**src/rtl/timer_ctrl_if.sv**
```systemverilog
// Configuration port of timer_ctrl: a valid/ready offer of limit, burst count and mode.
interface timer_ctrl_if #(
  parameter int unsigned SIZE  = 26,
  parameter int unsigned REP_W = 8
);
  logic             valid;
  logic             ready;
  logic [SIZE-1:0]  limit;
  logic [REP_W-1:0] reps;
  logic             mode;

  modport master (output valid, limit, reps, mode, input ready);
  modport slave  (input valid, limit, reps, mode, output ready);
endinterface

```
**src/rtl/timer_ctrl.sv**
```systemverilog
// Programmable tick/divider: periodic or N-tick burst runs, reconfigured between runs
// through a valid/ready port.
module timer_ctrl #(
  parameter int unsigned     SIZE          = 26,
  parameter logic [SIZE-1:0] DEFAULT_LIMIT = SIZE'(50000000),
  parameter int unsigned     REP_W         = 8
) (
  input  logic             clk_in,
  input  logic             rst,
  timer_ctrl_if.slave      cfg,
  input  logic             start,
  input  logic             stop,
  output logic             tick,
  output logic             clk_out,
  output logic             busy,
  output logic             done,
  output logic [REP_W-1:0] reps_left
);

  typedef enum logic [1:0] {IDLE, RUN, DONE} state_t;

  state_t           state, state_n;
  logic [SIZE-1:0]  count, count_n;
  logic [SIZE-1:0]  limit_r, limit_n;
  logic [REP_W-1:0] reps_r, reps_n, reps_left_n;
  logic             mode_r, mode_n;
  logic             clk_out_n, busy_n, done_n;
  logic             accept;

  assign cfg.ready = (state == IDLE) && !rst;
  assign accept    = cfg.valid && cfg.ready;
  assign tick      = (state == RUN) && (count == limit_r);

  // Next-state and next-output decode; an accepted config is visible to a same-edge start.
  always_comb begin
    state_n     = state;
    count_n     = count;
    clk_out_n   = clk_out;
    reps_left_n = reps_left;
    limit_n     = limit_r;
    reps_n      = reps_r;
    mode_n      = mode_r;

    if (accept) begin
      limit_n = cfg.limit;
      reps_n  = cfg.reps;
      mode_n  = cfg.mode;
    end

    unique case (state)
      IDLE: begin
        count_n     = '0;
        clk_out_n   = 1'b0;
        reps_left_n = '0;
        if (start && !stop) begin
          if (mode_n && (reps_n == '0)) begin
            state_n = DONE;
          end else begin
            state_n     = RUN;
            reps_left_n = reps_n;
          end
        end
      end
      RUN: begin
        if (stop) begin
          state_n     = IDLE;
          count_n     = '0;
          clk_out_n   = 1'b0;
          reps_left_n = '0;
        end else if (tick) begin
          count_n   = '0;
          clk_out_n = ~clk_out;
          if (mode_r) begin
            if (reps_left == REP_W'(1)) begin
              state_n     = DONE;
              reps_left_n = '0;
            end else begin
              reps_left_n = reps_left - REP_W'(1);
            end
          end
        end else begin
          count_n = count + SIZE'(1);
        end
      end
      DONE: begin
        state_n   = IDLE;
        count_n   = '0;
        clk_out_n = 1'b0;
      end
      default: state_n = IDLE;
    endcase

    busy_n = (state_n == RUN);
    done_n = (state_n == DONE);
  end

  always_ff @(posedge clk_in) begin
    if (rst) begin
      state     <= IDLE;
      count     <= '0;
      clk_out   <= 1'b0;
      busy      <= 1'b0;
      done      <= 1'b0;
      reps_left <= '0;
      limit_r   <= DEFAULT_LIMIT;
      reps_r    <= REP_W'(1);
      mode_r    <= 1'b0;
    end else begin
      state     <= state_n;
      count     <= count_n;
      clk_out   <= clk_out_n;
      busy      <= busy_n;
      done      <= done_n;
      reps_left <= reps_left_n;
      limit_r   <= limit_n;
      reps_r    <= reps_n;
      mode_r    <= mode_n;
    end
  end

endmodule
```
**src/flat_wrapper.sv**
```systemverilog
// flat-port wrapper written by rule: the top's interface ports become plain ports
module timer_ctrl_flat 
#(
  parameter int unsigned     SIZE          = 26,
  parameter logic [SIZE-1:0] DEFAULT_LIMIT = SIZE'(50000000),
  parameter int unsigned     REP_W         = 8
)
  (clk_in, rst, start, stop, tick, clk_out, busy, done, reps_left, cfg_valid, cfg_limit, cfg_reps, cfg_mode, cfg_ready);
  timer_ctrl_if #(.SIZE(SIZE), .REP_W(REP_W)) cfg_i ();
  input  logic clk_in;
  input  logic rst;
  input  logic start;
  input  logic stop;
  output logic tick;
  output logic clk_out;
  output logic busy;
  output logic done;
  output logic [REP_W-1:0] reps_left;
  input wire logic [$bits(cfg_i.valid)-1:0] cfg_valid;
  input wire logic [$bits(cfg_i.limit)-1:0] cfg_limit;
  input wire logic [$bits(cfg_i.reps)-1:0] cfg_reps;
  input wire logic [$bits(cfg_i.mode)-1:0] cfg_mode;
  output wire logic [$bits(cfg_i.ready)-1:0] cfg_ready;
  assign cfg_i.valid = cfg_valid;
  assign cfg_i.limit = cfg_limit;
  assign cfg_i.reps = cfg_reps;
  assign cfg_i.mode = cfg_mode;
  assign cfg_ready = cfg_i.ready;
  timer_ctrl #(.SIZE(SIZE), .DEFAULT_LIMIT(DEFAULT_LIMIT), .REP_W(REP_W)) u_core (.clk_in(clk_in), .rst(rst), .cfg(cfg_i), .start(start), .stop(stop), .tick(tick), .clk_out(clk_out), .busy(busy), .done(done), .reps_left(reps_left));
endmodule
```
**config.mk**
```make
export PLATFORM = sky130hd
export DESIGN_NAME = timer_ctrl_flat
export DESIGN_NICKNAME = d
export VERILOG_FILES = /design/src/rtl/timer_ctrl_if.sv /design/src/rtl/timer_ctrl.sv /design/src/flat_wrapper.sv
export SDC_FILE = /design/constraint.sdc
export NUM_CORES = 1
export LEC_CHECK = 0
export CORE_MARGIN = 5
export CORE_UTILIZATION = 40
export DETAILED_ROUTE_END_ITERATION = 16
export PLACE_DENSITY_LB_ADDON = 0.08
export SYNTH_ARGS = -nofsm -noshare
export SYNTH_HDL_FRONTEND = slang
export SYNTH_SLANG_ARGS = --single-unit
```
**constraint.sdc**
```tcl
create_clock -name clk_in -period 3.5 [get_ports clk_in]
set_clock_uncertainty 0.2 [all_clocks]
set_input_delay 0.7 -clock clk_in [delete_from_list [all_inputs] [get_ports clk_in]]
set_output_delay 0.7 -clock clk_in [all_outputs]
set_load 0.05 [all_outputs]
```
==> metrics.cfg, run 1 <==
[floorplan]
rows = 35
die_h_um = 105.8
start_util_pct = 40.27
design.core.area_mm2 = 0.009109
die_area_mm2 = 0.01119
ioPinCount = 53
die_w_um = 105.8

[pwr]
pwr-share-comb_pct = 12.8
p_total_uw = 1880
peakVddDrop_uv = 215.0
clkPwrFrac_pct = 39.3
switching_share_pct = 26.08
p_int_uw = 1390
p_switching_uw = 490.2
leakagePower_uw = 0.001605
power.density_mw_per_mm2 = 418.7
power_frac_seq_pct = 47.9

[timing]
hold_violations = 0
tightest_slew_ps = 904.1
setup_viol_count_final = 0
period_minus_slack_ps = 3018
fmaxAchievable_mhz = 331.4
max_slew_margin_pct = 39.69
grt_setup_unrepaired = no
maxSlewViolCount = 0
fin_crit_sh_pct = 86.23
final.setup.tns_ps = 0

[logic_synthesis]
yosysTopAreaCell = dfxtp_1
yosys.area_share.simple_pct = 28.27
synth_xor_area_share_pct = 7.401
synth_top_family_by_area = simple AND/OR/NAND/NOR gates
synthTopCellsByArea = dfxtp_1 40%, nand2_1 8.2%, xnor2_1 6.7%, a21oi_1 5.2%, nand3_1 4.2%
muxShareOfSynthArea_pct = 3.001
synthArstFlopShare_pct = 0
synth_compound_area_share_pct = 15.31
synth_edf_count = 0
synth_seq_area_share_pct = 40.38
yosysWarnings = 0
syn_area_mm2 = 0.003669
synth_top_area_share_pct = 40.38
synth.net_count = 493
synth_seq_cells = 74
ys_types = 54
synthFlopType = dfxtp_1
yosys.area_share.adder_pct = 1.023
syn-instance-count = 450
postSynthAreaPerCell_um2 = 8.152

[global_route]
grt.busiest_layer = met2
antenna_found_initial = 0
overflow = 0
use_met1_pct = 24.64
use_met2_pct = 26.64
grt_use_total_pct = 17.45
grt_pass1_wl_um = 15760
grt_pass1_vias = 3121
grt_util_met3_pct = 3.797
grt_max_degree = 39

[cts]
post_cts_buffers = 0
htreeDepth = 3
cts.sinks = 74
cts_buffers = 9
clk_pin_slew_worst_paths_ps = 80
hold_buffers = 0
cts-root-buf = clkbuf_8
cts_tree = done
cts_resized = 0
clockBufferDepth = 2
clock_latency_ps = 350

[final_layout]
multiInputGateArea_mm2 = 0.002018
nets = 539
drive_gt1_share_pct = 7.385
nFillCells = 917
area_delta_synth_final_pct = 22.37
diodes = 0
register_area_mm2 = 0.001481

[status]
status = finished, final reports clean

[critical_path]
slowest_stage = dfxtp_1
path_delay_family = simple AND/OR/NAND/NOR gates
slowest_delay_ps = 470
end_kind = primary output
critical_path_peak_fanout = 8
path_cells = xnor2_1, nand4_1, nor4_1, and2_1, buf_4
path_buf_inv = 1
required_ps = 2600
start_kind = flop
worstSetupPathType = flop to primary output
cp_data_arrival_time_ps = 2120

[drt]
dr.pass1.iters = 4
postRouteAntennaNets = 0
remaining_drc_errors = 0
vias_per_cell = 5.309
dr_total_vias = 3249
wl_per_cell_um = 15.29
drt_iter0_drc = 189
wl_um = 9357

[flow_run]
maxCapViolations = 0

[placed_design]
dp_hpwl_um = 6921
io_buffers = 52
place.gp.congestion = 0.8450

[worst_hold_path]
min_path_type = flop to flop

[cell usage in the layout, fill, tap and decap left out, types with 2 or more instances in the layout]
cell type	n
nand2_1	80
dfxtp_1	74
clkdlybuf4s50_1	50
a21oi_1	38
nand3_1	31
xnor2_1	28
nor2_1	27
o21ai_0	16
nand4_1	15
nand2b_1	11
mux2i_1	11
inv_1	10
buf_4	10
clkbuf_8	9
nor4_1	6
nor3_1	6
and3_1	6
o22ai_1	6
and2_1	4
a211oi_1	4
o311ai_1	4
xor2_1	3
a22o_1	3
ha_1	3
nand4bb_1	2
and3_2	2
and4_1	2
or2_0	2
a221o_1	2
nand3b_1	2
a21o_1	2
a311oi_1	2
o311ai_0	2
a41oi_1	2
bufinv_16	2
[synthesized netlist by cell type, drive strengths merged, types with 2 or more instances]
master and n:
nor4 7, xnor2 28, nand3b 2, a41oi 2, a311oi 2, or2 2
nand2 81, dfxtp 74, nand3 31, a21oi 38, nor2 27, o22ai 6
buf 16, and4 3, a22o 3, clkbuf 10, nand4bb 2, o21ai 16
and3 8, xor2 3, a211oi 5, o311ai 6, inv 10, a221o 2
ha 3, nor3 6, mux2i 11, nand4 16, and2 5, a21o 2
nand2b 12, o32ai 2
[routing by layer]
layer | up-vias | share of wire (%)
met5 | - | 0
met4 | 0 | 1.2
met3 | 11 | 3.4
met2 | 57 | 46
met1 | 1497 | 49
li1 | 1684 | -
[stage by stage]
stage | cells | utilization (%) | hold slack, ps | cell area (um^2) | worst slack (ps)
finish | 612 | 49.29 | 273.7 | 4489 | 482.1
global route | 612 | 49.29 | 303.1 | 4489 | 292.8
CTS | 612 | 49.29 | 281.9 | 4489 | 459.1
detailed placement | 596 | 46.90 | 271.3 | 4272 | 530.8
global placement | 596 | 46.90 | 261.6 | 4272 | 652.2
floorplan | 450 | - | 247.8 | 3669 | 214.8
[worst paths after layout]
kind / from / endpoint / slack [ps] / cells past startpoint
worst min-delay path: u_core.limit_r[8] / u_core.limit_r[8] / 270 / 2
worst max register to register: u_core.count[19] / u_core.count[23] / 1100 / 7
worst min register to register: u_core.limit_r[8] / u_core.limit_r[8] / 270 / 2
worst max-delay path: u_core.count[19] / tick / 480 / 5
[flip-flops by register name, summed over array words and instances, names as in the netlist]
register	count
u_core.limit_r	26
u_core.busy	1
u_core.reps_r	8
u_core.clk_out	1
u_core.done	1
u_core.reps_left	8
u_core.mode_r	1
u_core.count	26
u_core.state	2
[power by group through the flow]
stage                     logic (uW)  registers [uW]  clock network (uW)
final                            241             900                 739
after global routing             266             904                 794
after CTS                        243             900                 757
after detailed placement         242             920                   0
after global placement           241             919                   0
after floorplan                  128             930                   0
[worst register-to-register path, delay by kind of cell, from the launching register on]
family / cells / cell delay (ps)
and+or+nand+nor: 3 / 790
DFF: 1 / 470
AOI/OAI and AO/OA: 2 / 380
buffers and inverters: 1 / 250
xor gates and xnor gates: 1 / 200
[kinds of logic after synthesis]
group           after synthesis
mux                          11
flops                        74
simple gates                206
xor+xnor                     31
fa+ha+maj                     3
buf+inv                      36
compound gates               89
[final cells by class]
| cell class | instances | area share [%] |
|---|---|---|
| well taps | 111 | 3.094 |
| clock inverters | 6 | 2.007 |
| flip-flops and latches | 74 | 33.00 |
| inverters | 10 | 0.8361 |
| repair buffers | 61 | 13.27 |
| clock buffers | 10 | 2.843 |
| multi-input cells | 340 | 44.96 |
Power figures use the tool's default switching activity.
==> run 2, diff against run 1 <==
--- a/config.mk
+++ b/config.mk
@@ -8,7 +8,9 @@
 export CORE_MARGIN = 5
 export CORE_UTILIZATION = 40
 export DETAILED_ROUTE_END_ITERATION = 16
+export GPL_TIMING_DRIVEN = 0
 export PLACE_DENSITY_LB_ADDON = 0.08
+export SLEW_MARGIN = 5
 export SYNTH_ARGS = -nofsm -noshare
 export SYNTH_HDL_FRONTEND = slang
 export SYNTH_SLANG_ARGS = --single-unit
==> run 2 against run 1 <==
Combinational power about the same. Register-to-register slack got worse by 90 ps. Sequential power about the same. Clock power increased by 8.5%. Via count increased by 1.9%. Worst setup slack got worse by 370 ps. Critical path depth unchanged. Count of clock-buffer cells in the layout unchanged. Wire length increased by 6.3%.
==> metrics.cfg, run 2 (same netlist as run 1, synthesis figures left out) <==
[pwr]
p_switching_uw = 473.0
power_frac_seq_pct = 46.2
leakagePower_uw = 0.001653
p_int_uw = 1471
power.density_mw_per_mm2 = 425.8
switching_share_pct = 24.33
peakVddDrop_uv = 256.2
pwr-share-comb_pct = 12.6
clkPwrFrac_pct = 41.2

[status]
status = finished, final reports clean

[final_layout]
layout.cells.non_filler = 628
final_common_cell = nand2_1
mostFrequentLayoutCells = 80 x nand2_1, 74 x dfxtp_1, 51 x clkdlybuf4s50_1, 38 x a21oi_1, 31 x nand3_1
drive_gt1_share_pct = 7.737
fin_area_mm2 = 0.004567
largestRegisters = u_core.count (26), u_core.limit_r (26)
nFillCells = 924
nets = 556
diodes = 0
area_delta_synth_final_pct = 24.49

[critical_path]
r2r_start = u_core.count[13]
start_kind = flop
critical_path_peak_fanout = 7
worstSetupPathType = flop to primary output
cp_data_arrival_time_ps = 2490
reg2reg_setup_slack_ps = 1010
worstRegToRegCells = 8
required_ps = 2600
timing.rr.end = u_core.count[5]
end_kind = primary output

[placed_design]
io_buffers = 52
pre_cts_slack_ps = 210.1
place_area_mm2 = 0.004328
place.gp.congestion = 0.8412
dp_cells = 613
dp_hpwl_um = 7585

[floorplan]
design.core.area_mm2 = 0.009109
start_util_pct = 40.27
die_area_mm2 = 0.01119
die_w_um = 105.8
ioPinCount = 53
rows = 35
die_h_um = 105.8

[drt]
wl_um = 9951
dr.pass1.iters = 4
wl_per_cell_um = 15.85
vias_per_cell = 5.271
remaining_drc_errors = 0
dr_total_vias = 3310
postRouteAntennaNets = 0
drt_iter0_drc = 121

[worst_hold_path]
holdPathStages = 2
min-delay-start = u_core.limit_r[3]
holdPathEnd = u_core.limit_r[3]
min_path_type = flop to flop

[timing]
hold_violations = 0
max_slew_margin_pct = 38.98
grt_setup_unrepaired = no
setup_viol_count_final = 0
setup_ws_ps = 109.7
tightest_slew_ps = 907.0
fmaxAchievable_mhz = 295.0
period_minus_slack_ps = 3390
fin_crit_sh_pct = 96.87
final.setup.tns_ps = 0
maxSlewViolCount = 0

[cts]
hold_buffers = 0
cts_tree = done
cts.sinks = 74
htreeDepth = 3
clk_pin_slew_worst_paths_ps = 80
post_cts_buffers = 0
clockBufferDepth = 2
cts_buffers = 9
cts-root-buf = clkbuf_8
clock_latency_ps = 340

[global_route]
antenna_found_initial = 0
grt_pass1_wl_um = 16400
grt_max_degree = 13
grt_pass1_vias = 3252
overflow = 0
grt_use_total_pct = 18.30

[flow_run]
maxCapViolations = 0

-- run 2: cell types whose count changed in the layout (fill, tap and decap cells not counted), moves of 2 or more --
cell | before | now
buf_2 | 0 | 9
buf_4 | 10 | 4
clkbuf_1 | 1 | 10
buf_1 | 0 | 2
-- run 2: layout make-up --
cell class / instances / area, um^2 / area share (%)
Clock buffer: 10 / 137.6 / 3.014
Multi-Input combinational cell: 340 / 2018 / 44.19
Tap cell: 111 / 138.9 / 3.041
Buffer: 26 / 131.4 / 2.877
Sequential cell: 74 / 1481 / 32.44
Clock inverter: 5 / 102.6 / 2.247
Inverter: 10 / 37.54 / 0.8219
Timing Repair Buffer: 52 / 519.2 / 11.37
-- run 2: through the flow --
step | utilization (%) | hold WS, ps | total power (uW)
after global placement | 47.51 | 261.8 | 1160
after CTS | 50.14 | 281.9 | 1965
after floorplan | - | 247.8 | 1058
after global routing | 50.14 | 293.4 | 2025
after detailed placement | 47.51 | 271.1 | 1163
final | 50.14 | 277.1 | 1944
-- run 2: power by group through the flow --
stage | sequential, uW | clock [uW] | combinational, uW
CTS | 899 | 821 | 245
finish | 898 | 802 | 244
detailed placement | 918 | 0 | 244
floorplan | 930 | 0 | 128
global placement | 918 | 0 | 242
global route | 903 | 854 | 268
-- run 2: critical path, stage by stage (launching register included) --
cell           delay (ps)
dfxtp_1               370
xnor2_1               320
nand4_1               220
nor4_1                390
and2_1                280
dlygate4sd2_1         560
-- run 2: metal layers --
metal | vias to the layer above | global-route usage, % | wire [um]
met5 | - | 0 | 0
met4 | 0 | 3.793 | 56
met3 | 6 | 4.225 | 376
met2 | 56 | 28.64 | 4598
met1 | 1529 | 25.75 | 4919
li1 | 1719 | - | -
-- run 2: timing repair --
action                                 CTS  global route
setup endpoints to repair                1             0
endpoints found under the hold margin    0             0
resized for setup                        1             0
-- run 2: worst max-delay path by stage --
stage	startpoint	end	cells past startpoint
after floorplan	rst	u_core.reps_left[5]	7
after global placement	rst	cfg_ready	3
after detailed placement	rst	cfg_ready	3
after CTS	u_core.count[19]	tick	6
after global routing	u_core.count[13]	tick	5
final	u_core.count[13]	tick	5
==> run 3, diff against run 2 <==
--- a/config.mk
+++ b/config.mk
@@ -5,6 +5,7 @@
 export SDC_FILE = /design/constraint.sdc
 export NUM_CORES = 1
 export LEC_CHECK = 0
+export CAP_MARGIN = 20
 export CORE_MARGIN = 5
 export CORE_UTILIZATION = 40
 export DETAILED_ROUTE_END_ITERATION = 16
==> results of run 3 <==
No change in the layout: final DEF, timing and power equal those of run 2.
